<file path="src/rtl/msb_pkg.sv">
// msb_pkg: shared types and constants for the msb read-request generator.
// Defines the burst FSM state, the number of 64-bit elements covered by one
// read request, and the request-address width derived from the BRAM geometry.
package msb_pkg;

    // Burst sequencing states
    typedef enum logic [1:0] {
        IDLE  = 2'd0,
        RUN   = 2'd1,
        DRAIN = 2'd2
    } state_t;

    // One request covers one 128-bit output beat, i.e. two 64-bit elements
    localparam int unsigned ELEM_PER_REQ = 2;

    // Request address width: element offset within line plus line index,
    // minus one bit because requests are issued at two-element granularity
    // on the bram_top read port.
    function automatic int unsigned req_addr_width(input int unsigned ways,
                                                   input int unsigned ram_depth);
        return $clog2(ways) + $clog2(ram_depth) - 1;
    endfunction

endpackage

</file>
<file path="src/rtl/msb_credit_cnt.sv">
// msb_credit_cnt: up/down counter of read requests in flight.
// Increments on an accepted request, decrements on a consumed response, and
// holds when both happen in the same cycle. Reports whether another request
// may be issued next cycle and flags a response arriving with nothing
// outstanding (the count is left at zero in that case).
module msb_credit_cnt
    import msb_pkg::*;
#(
    parameter int unsigned MAX_OUT = 4,
    parameter int unsigned CNT_W   = 3
) (
    input  logic             clk1x,
    input  logic             reset,
    input  logic             inc,
    input  logic             dec,
    output logic [CNT_W-1:0] cnt_next,
    output logic             has_credit,
    output logic             underflow
);

    logic [CNT_W-1:0] cnt;

    // Next count, credit availability and underflow detection
    always_comb begin
        cnt_next  = cnt;
        underflow = 1'b0;
        if (inc && !dec) begin
            if (cnt != '1) begin
                cnt_next = cnt + CNT_W'(1);
            end
        end else if (dec && !inc) begin
            if (cnt == '0) begin
                underflow = 1'b1;
            end else begin
                cnt_next = cnt - CNT_W'(1);
            end
        end
        has_credit = (cnt_next < CNT_W'(MAX_OUT));
    end

    // Outstanding count register
    always_ff @(posedge clk1x) begin
        if (reset) begin
            cnt <= '0;
        end else begin
            cnt <= cnt_next;
        end
    end

endmodule

</file>
<file path="src/rtl/msb_rd_req_gen.sv">
// msb_rd_req_gen: read-request generator feeding bram_top's read interface.
// Accepts a burst command (start element address, request count), issues one
// two-element read request per cycle on req_v/req_r while fewer than MAX_OUT
// are in flight, walks the address with wrap-around, and pulses done once
// every response of the burst has been consumed (rsp_ack).
// Optional build macro MSB_RDGEN_STATS_EN adds the saturating stat_req and
// stat_stall counters; without it those ports do not exist.
module msb_rd_req_gen
    import msb_pkg::*;
#(
    parameter  int unsigned WAYS      = 8,
    parameter  int unsigned RAM_DEPTH = 512,
    parameter  int unsigned LEN_W     = 12,
    parameter  int unsigned MAX_OUT   = 4,
    localparam int unsigned AW        = req_addr_width(WAYS, RAM_DEPTH)
) (
    input  logic             clk1x,
    input  logic             reset,
    input  logic             cmd_v,
    output logic             cmd_r,
    input  logic [AW-1:0]    cmd_addr,
    input  logic [LEN_W-1:0] cmd_len,
    output logic             req_v,
    input  logic             req_r,
    output logic [AW-1:0]    req_d,
    input  logic             rsp_ack,
    output logic             busy,
    output logic             done,
    output logic             err
`ifdef MSB_RDGEN_STATS_EN
    ,
    output logic [31:0]      stat_req,
    output logic [31:0]      stat_stall
`endif
);

    localparam int unsigned CNT_W     = $clog2(MAX_OUT + 1);
    localparam logic [AW-1:0] EVEN_MASK = ~AW'(1);

    state_t           state;
    logic [LEN_W-1:0] remaining;
    logic [LEN_W-1:0] rem_next;
    logic [CNT_W-1:0] out_next;
    logic             has_credit;
    logic             underflow;
    logic             hs;

    assign hs       = req_v && req_r;
    assign rem_next = hs ? (remaining - LEN_W'(1)) : remaining;
    assign cmd_r    = (state == IDLE) && !reset;
    assign busy     = (state != IDLE);

    msb_credit_cnt #(
        .MAX_OUT (MAX_OUT),
        .CNT_W   (CNT_W)
    ) u_credit (
        .clk1x      (clk1x),
        .reset      (reset),
        .inc        (hs),
        .dec        (rsp_ack),
        .cnt_next   (out_next),
        .has_credit (has_credit),
        .underflow  (underflow)
    );

    // Burst FSM with registered request valid/address, done pulse and sticky error.
    // req_v is computed from the post-update credit and remaining counts so it
    // stays registered yet reacts to a response in the same cycle it arrives.
    always_ff @(posedge clk1x) begin
        if (reset) begin
            state     <= IDLE;
            req_v     <= 1'b0;
            req_d     <= '0;
            remaining <= '0;
            done      <= 1'b0;
            err       <= 1'b0;
        end else begin
            done <= 1'b0;
            if (underflow) begin
                err <= 1'b1;
            end
            case (state)
                IDLE: begin
                    if (cmd_v && cmd_r) begin
                        req_d     <= cmd_addr & EVEN_MASK;
                        remaining <= cmd_len;
                        if (cmd_len != '0) begin
                            state <= RUN;
                            req_v <= has_credit;
                        end else begin
                            state <= DRAIN;
                        end
                    end
                end
                RUN: begin
                    if (hs) begin
                        req_d <= req_d + AW'(ELEM_PER_REQ);
                    end
                    remaining <= rem_next;
                    req_v     <= (req_v && !req_r) || (has_credit && (rem_next != '0));
                    if (rem_next == '0) begin
                        state <= DRAIN;
                    end
                end
                DRAIN: begin
                    if (out_next == '0) begin
                        state <= IDLE;
                        done  <= 1'b1;
                    end
                end
                default: begin
                    state <= IDLE;
                    req_v <= 1'b0;
                end
            endcase
        end
    end

`ifdef MSB_RDGEN_STATS_EN
    // Saturating counters of accepted requests and back-pressured request cycles
    always_ff @(posedge clk1x) begin
        if (reset) begin
            stat_req   <= '0;
            stat_stall <= '0;
        end else begin
            if (hs && (stat_req != '1)) begin
                stat_req <= stat_req + 32'd1;
            end
            if (req_v && !req_r && (stat_stall != '1)) begin
                stat_stall <= stat_stall + 32'd1;
            end
        end
    end
`endif

endmodule

</file>
<file path="config.mk">
export PLATFORM = sky130hd
export DESIGN_NAME = msb_rd_req_gen
export DESIGN_NICKNAME = d
export VERILOG_FILES = /design/src/rtl/msb_pkg.sv /design/src/rtl/msb_credit_cnt.sv /design/src/rtl/msb_rd_req_gen.sv
export SDC_FILE = /design/constraint.sdc
export NUM_CORES = 1
export LEC_CHECK = 0
export BUFFER_PORTS_ARGS = -buffer_cell sky130_fd_sc_hd__buf_2
export CORE_ASPECT_RATIO = 0.9
export CORE_MARGIN = 2
export CORE_UTILIZATION = 40
export DETAILED_ROUTE_END_ITERATION = 6
export GPL_TIMING_DRIVEN = 0
export PLACE_DENSITY = 0.7
export SYNTH_ARGS = -nofsm -noshare
export SYNTH_HDL_FRONTEND = slang
export SYNTH_SLANG_ARGS = --single-unit
</file>
<file path="constraint.sdc">
create_clock -name clk1x -period 1.7 [get_ports clk1x]
set_input_delay 0 -clock clk1x [delete_from_list [all_inputs] [get_ports clk1x]]
set_output_delay 0 -clock clk1x [all_outputs]
set_load 0.05 [all_outputs]
</file>
==> results of run 1 <==
cell families (layout without fill, tap and decap cells):
logic type	count (synthesis)	count (layout)	share of synthesized area, %
and+or+nand+nor	114	114	29.9
muxes	1	1	0.517
buffers and inverters	27	100	6.72
DFF	30	30	31.0
adders and majority gates	5	5	3.23
other	1	1	0.194
xor gates and xnor gates	2	2	0.905
AOI/OAI and AO/OA	81	81	27.5
routing by layer:
| metal | part of all wire, % | vias up | global-route usage (%) |
|---|---|---|---|
| li1 | - | 1113 | - |
| met1 | 44 | 1110 | 32.2 |
| met2 | 46 | 132 | 38.4 |
| met3 | 8.5 | 19 | 4.39 |
| met4 | 1.7 | 0 | 7.54 |
| met5 | 0 | - | 0 |
worst max-delay path, cell delays in order, from the launching register on:
cell,delay [ns]
dfxtp_4,0.34
and4bb_1,0.27
buf_6,0.15
and3b_2,0.24
a221oi_4,0.08
a31oi_4,0.25
nor3_4,0.08
a2111oi_2,0.28
registers in the layout, indices dropped and copies added, names as in the netlist:
| register | flops |
|---|---|
| done | 1 |
| remaining | 12 |
| state | 2 |
| err | 1 |
| u_credit.cnt | 3 |
| req_v | 1 |
| req_d | 10 |
what timing repair did:
| item | CTS | global route |
|---|---|---|
| endpoints found under the hold margin | 4 | 0 |
| hold buffers | 4 | 0 |
| buffers inserted | 14 | 12 |
| endpoints found under the setup margin | 26 | 20 |
| cloned | 0 | 0 |
| resized for setup | 44 | 26 |
| pin swaps | 17 | 18 |
cells in the mapped netlist, types with 2 or more instances:
cell type	instances	share of area, %
nor2_1	35	6.8
dfxtp_1	30	31
a21oi_1	28	7.2
nand2_1	19	3.7
o21ai_0	13	3.4
nand3_1	12	3.1
nor3_1	12	3.1
clkbuf_1	9	1.7
inv_1	9	1.7
a211oi_1	8	3.1
nor4_1	6	1.9
a31oi_1	5	1.6
and2_1	5	1.6
ha_1	5	3.2
buf_2	4	1.0
a221oi_1	3	1.4
nand2b_1	3	0.97
nand4_1	3	0.97
nor3b_1	3	1.2
or3_1	3	0.97
a22oi_1	2	0.77
a311oi_1	2	0.90
and3_1	2	0.65
buf_4	2	0.77
buf_6	2	1.2
nand4b_1	2	0.90
nor4b_1	2	0.90
o22ai_1	2	0.65
or2_2	2	0.65
xnor2_1	2	0.90
area by class of cell:
type	instances	area share, %
Buffer	15	3.22
Clock buffer	7	3.05
Clock inverter	1	0.177
Inverter	9	1.28
Multi-Input combinational cell	204	51.8
Sequential cell	30	22.3
Tap cell	65	2.87
Timing Repair Buffer	68	15.3
worst paths after layout:
| kind | startpoint | cells after the start | slack, ns | to |
|---|---|---|---|---|
| max | remaining[2]$_SDFFE_PP0P_ | 7 | -0.1 | state[0]$_SDFFE_PP0P_ |
| min | cmd_len[1] | 3 | -0.004 | remaining[1]$_SDFFE_PP0P_ |
| max reg2reg | remaining[2]$_SDFFE_PP0P_ | 7 | -0.1 | state[0]$_SDFFE_PP0P_ |
| min reg2reg | req_d[10]$_SDFFE_PP0P_ | 2 | 0.48 | req_d[10]$_SDFFE_PP0P_ |
power groups by stage:
stage          logic (W)  clock network (W)  registers, W
2_1_floorplan   0.000968                  0       0.00113
3_3_place_gp     0.00144                  0      0.000986
3_5_place_dp     0.00146                  0      0.000987
4_1_cts          0.00181           0.000617       0.00101
5_1_grt          0.00219           0.000654       0.00104
6_report         0.00203           0.000614       0.00102
stage by stage:
step                cells  hold WS [ns]  power (W)  setup WS, ns  setup TNS (ns)
finish                399      -0.00412    0.00366       -0.0999          -0.313
CTS                   388       0.00133    0.00343        -0.115          -0.561
global placement      364         0.253    0.00242        -0.288           -4.44
floorplan             261         0.141    0.00210        -0.104          -0.700
global route          399       0.00876    0.00389        -0.190           -1.15
detailed placement    364         0.258    0.00244        -0.344           -4.90
==> results.cfg, run 1 <==
[status]
violations = hold timing, setup timing
status = finished with violations

[placed_design]
placed_cell_area_sq_um = 2270
io_buffer_count = 38
gp_congestion = 0.942
hpwlAfterDp_mm = 4.00

[timing]
hold_viol_final = 1
worstMarginPinSlew_ns = 0.617
drv_slew = 0
fin_ws_ns = -0.0999
skew_ns = 0.00883
period_share_pct = 106
max_slew_margin_pct = 58.8
setup_violations = 4
rsz0062_at_grt = true
min_period_ns = 1.80
whs_ns = -0.00412
fmaxAchievable_ghz = 0.556

[clocking]
clock_latency_ns = 0.28
htree_levels = 2
cts_tree = built
clkTransAtPathRegs_ns = 0.07
ctsRootBufferMaster = clkbuf_8
clock-sinks = 30
numCtsBuffers = 5
clk_path_buf_depth = 2

[floorplanning]
core_area_sq_um = 4740
die_height_um = 70.0
rows = 24
dieWidth_um = 77.4
io_pins = 44
start_util_pct = 40.8
dieArea_sq_um = 5420

[routing]
drc = 0
wl_per_cell_um = 16.4
vias = 2374
drtAntennaViolNets = 0
drt-vias-per-instance = 5.95
routed_wl_mm = 6.54
drtIter0Drc = 249
firstDrtPassIters = 5

[worst_setup_path]
worstPathRequired_ns = 1.87
cp-end-kind = flop
path_class = reg -> reg
startpoint_type = flop
arrival_ns = 1.97
path_max_fanout = 7

[power]
p_sw_w = 0.00164
combPwrFrac_pct = 55.4
pwr-share-seq_pct = 27.9
pwr-share-clk_pct = 16.8
switching_share_pct = 44.8
ir_drop_mv = 0.690
intPower_w = 0.00202
p_leak_nw = 1.10
cellPowerDensity_nw_per_um2 = 1290

[synth]
ys_types = 56
ys_seq_area_share_pct = 31.0
ys.flop_type = dfxtp_1
syn_area_sq_um = 1940
postSynthAreaPerCell_sq_um = 7.42
ys_ff_latch = 30
synthCells = 261
async_reset_ff_share_pct = 0
syn_nets = 294
synth_edf_count = 0
yosys_warnings = 0

[global_routing]
overflow = 0
grt_pass1_wl_mm = 10.5
grt_pass1_vias = 2268
gr-usage-all-layers_pct = 23.8
grt_max_degree = 11
antenna_found_initial = 0

[final_layout]
final_nets = 366
fin_area_sq_um = 2830
multi_input_area_sq_um = 1470
seq_area_sq_um = 632
diodes = 0
synthToLayoutAreaGrowth_pct = 46.3
postLayoutCoreUtil_pct = 59.7
layout_common_cells = buf_2 (40), nor2_1 (30), a21oi_1 (28)
layout-drive-gt1-share_pct = 41.3
final_common_cell = buf_2
fillers = 436

[worst_hold_path]
hp-class = in -> reg

[flow_run]
max-cap-violations = 0
Power figures use the tool's default switching activity.
==> inputs of run 2 (changes only) <==
CORE_ASPECT_RATIO = 1.75   (was 0.9)
==> run 2 against run 1 <==
Final cell count shrank 4.3%. Design area shrank 2.9%. Highest routed layer unchanged. Sequential share of layout area grew 0.48 points. Utilization shrank 0.73 points. The run ends with setup timing left. First-iteration DRC count shrank 43%. Critical path type unchanged. Critical endpoint unchanged. Worst hold slack gained 0.0058 ns.
==> results.cfg, run 2 (same netlist as run 1, synthesis figures left out) <==
[clocking]
htree_levels = 2
numCtsBuffers = 5
clkTransAtPathRegs_ns = 0.07
clock_latency_ns = 0.28
clk_path_buf_depth = 2
cts_tree = built
clock-sinks = 30
ctsRootBufferMaster = clkbuf_8

[power]
design_power_total_w = 0.00357
p_leak_nw = 1.07
pwr-share-clk_pct = 19.9
p_sw_w = 0.00154
intPower_w = 0.00203
combPwrFrac_pct = 51.7
switching_share_pct = 43.1
cellPowerDensity_nw_per_um2 = 1300
ir_drop_mv = 0.798
pwr-share-seq_pct = 28.4

[final_layout]
fin_area_sq_um = 2750
synthToLayoutAreaGrowth_pct = 42.1
largest_register_ffs = 12
top_register = remaining
largestRegisters = remaining x12, req_d x10, u_credit.cnt x3
final_nets = 362
diodes = 0
layout-drive-gt1-share_pct = 38.2
final_common_cell = buf_2
layout_common_cells = buf_2 (40), nor2_1 (30), a21oi_1 (28)

[floorplanning]
core_area_sq_um = 4670
dieWidth_um = 56.6
io_pins = 44
die_height_um = 96.1
dieArea_sq_um = 5440
start_util_pct = 41.5
rows = 33

[worst_hold_path]
min-delay-start = cmd_len[6]
hold_end = remaining[6]$_SDFFE_PP0P_
hp-class = in -> reg
hold_path_depth = 3

[placed_design]
gp_congestion = 0.932
placed_cell_area_sq_um = 2250
io_buffer_count = 38
hpwlAfterDp_mm = 4.25

[timing]
drv_slew = 0
rsz0062_at_grt = true
hold_viol_final = 0
min_period_ns = 1.83
period_share_pct = 108
max_slew_margin_pct = 63.0
worstMarginPinSlew_ns = 0.555
setup_violations = 3
skew_ns = 0.00653
fin_ws_ns = -0.130
tns_ns = -0.338
fmaxAchievable_ghz = 0.546

[worst_setup_path]
cp-end-kind = flop
startpoint_type = flop
arrival_ns = 2.00
reg2reg_slack_ns = -0.13
path_class = reg -> reg
worstPathRequired_ns = 1.87
crit-reg2reg-capture = state[0]$_SDFFE_PP0P_
r2r-start = remaining[4]$_SDFFE_PP0P_
reg2reg_depth = 6
path_max_fanout = 7

[status]
violations = setup timing
status = finished with violations

[global_routing]
grt_max_degree = 11
gr-usage-all-layers_pct = 23.6
antenna_found_initial = 0
overflow = 0
grt_pass1_vias = 2247
grt_pass1_wl_mm = 10.2

[routing]
wl_per_cell_um = 16.7
firstDrtPassIters = 4
drtAntennaViolNets = 0
vias = 2352
drtIter0Drc = 142
drc = 0
drt-vias-per-instance = 6.16
routed_wl_mm = 6.37

[flow_run]
max-cap-violations = 0
## run 2: cell count changes in the layout (fill, tap and decap cells not counted), moves of 2 or more
cell	before	now
dfxtp_4	7	5
dfxtp_2	4	6
nand3_4	3	1
inv_2	4	2
buf_6	4	2
dlygate4sd3_1	4	8
o21ai_1	3	1
buf_4	27	21
nand3_2	0	2
o21ai_0	10	12
nor3_4	3	1
## run 2: final cells by class
| class | instances | area (sq um) |
|---|---|---|
| Clock buffer | 7 | 76.3 |
| Fill cell | 431 | 1910 |
| Multi-Input combinational cell | 204 | 1420 |
| Inverter | 9 | 38.8 |
| Sequential cell | 30 | 627 |
| Buffer | 15 | 93.8 |
| Tap cell | 52 | 65.1 |
| Timing Repair Buffer | 64 | 405 |
| Clock inverter | 1 | 30.0 |
## run 2: power by group through the flow
stage               registers, W  clock network, W  logic [W]
finish                   0.00101          0.000709    0.00184
global route             0.00103          0.000758    0.00199
CTS                     0.000999          0.000723    0.00171
detailed placement      0.000988                 0    0.00146
global placement        0.000985                 0    0.00145
floorplan                0.00113                 0   0.000968
## run 2: routing by layer
| metal | up-vias | wire length [um] | track usage, % | part of all wire, % |
|---|---|---|---|---|
| li1 | 1104 | - | - | - |
| met1 | 1124 | 2400 | 25.2 | 38 |
| met2 | 98 | 3250 | 42.4 | 51 |
| met3 | 26 | 418 | 3.49 | 6.6 |
| met4 | 0 | 299 | 15.3 | 4.7 |
| met5 | - | 0 | 0 | 0 |
## run 2: worst max path at each step
stage | from | to | slack (ns) | cells after the start
floorplan | state[0]$_SDFFE_PP0P_ | remaining[0]$_SDFFE_PP0P_ | -0.10 | 7
global placement | state[1]$_SDFFE_PP0P_ | req_d[4]$_SDFFE_PP0P_ | -0.31 | 8
detailed placement | state[1]$_SDFFE_PP0P_ | remaining[5]$_SDFFE_PP0P_ | -0.33 | 6
CTS | remaining[2]$_SDFFE_PP0P_ | state[0]$_SDFFE_PP0P_ | -0.10 | 7
global route | remaining[7]$_SDFFE_PP0P_ | req_v$_SDFFE_PP0P_ | -0.19 | 5
finish | remaining[4]$_SDFFE_PP0P_ | state[0]$_SDFFE_PP0P_ | -0.13 | 6
## run 2: stage by stage
stage	hold slack [ns]	setup slack [ns]	cells	utilization, %
6_report	0.00168	-0.130	382	59.0
5_1_grt	0.0253	-0.193	382	59.0
4_1_cts	0.00481	-0.100	377	56.8
3_5_place_dp	0.263	-0.329	351	48.3
3_3_place_gp	0.254	-0.310	351	48.3
2_1_floorplan	0.141	-0.104	261	-
## run 2: critical path, cell delays in order, from the launching register on
cell	delay (ns)
dfxtp_1	0.37
nor2_2	0.33
and3b_1	0.26
a221oi_2	0.07
a31oi_2	0.30
nor3_2	0.08
a2111oi_2	0.30
## run 2: repair_timing
action / in CTS / in global routing
pin swaps: 18 / 16
endpoints found under the hold margin: 8 / 0
hold buffers: 8 / 0
buffers inserted: 12 / 6
resized for setup: 39 / 18
endpoints found under the setup margin: 26 / 21
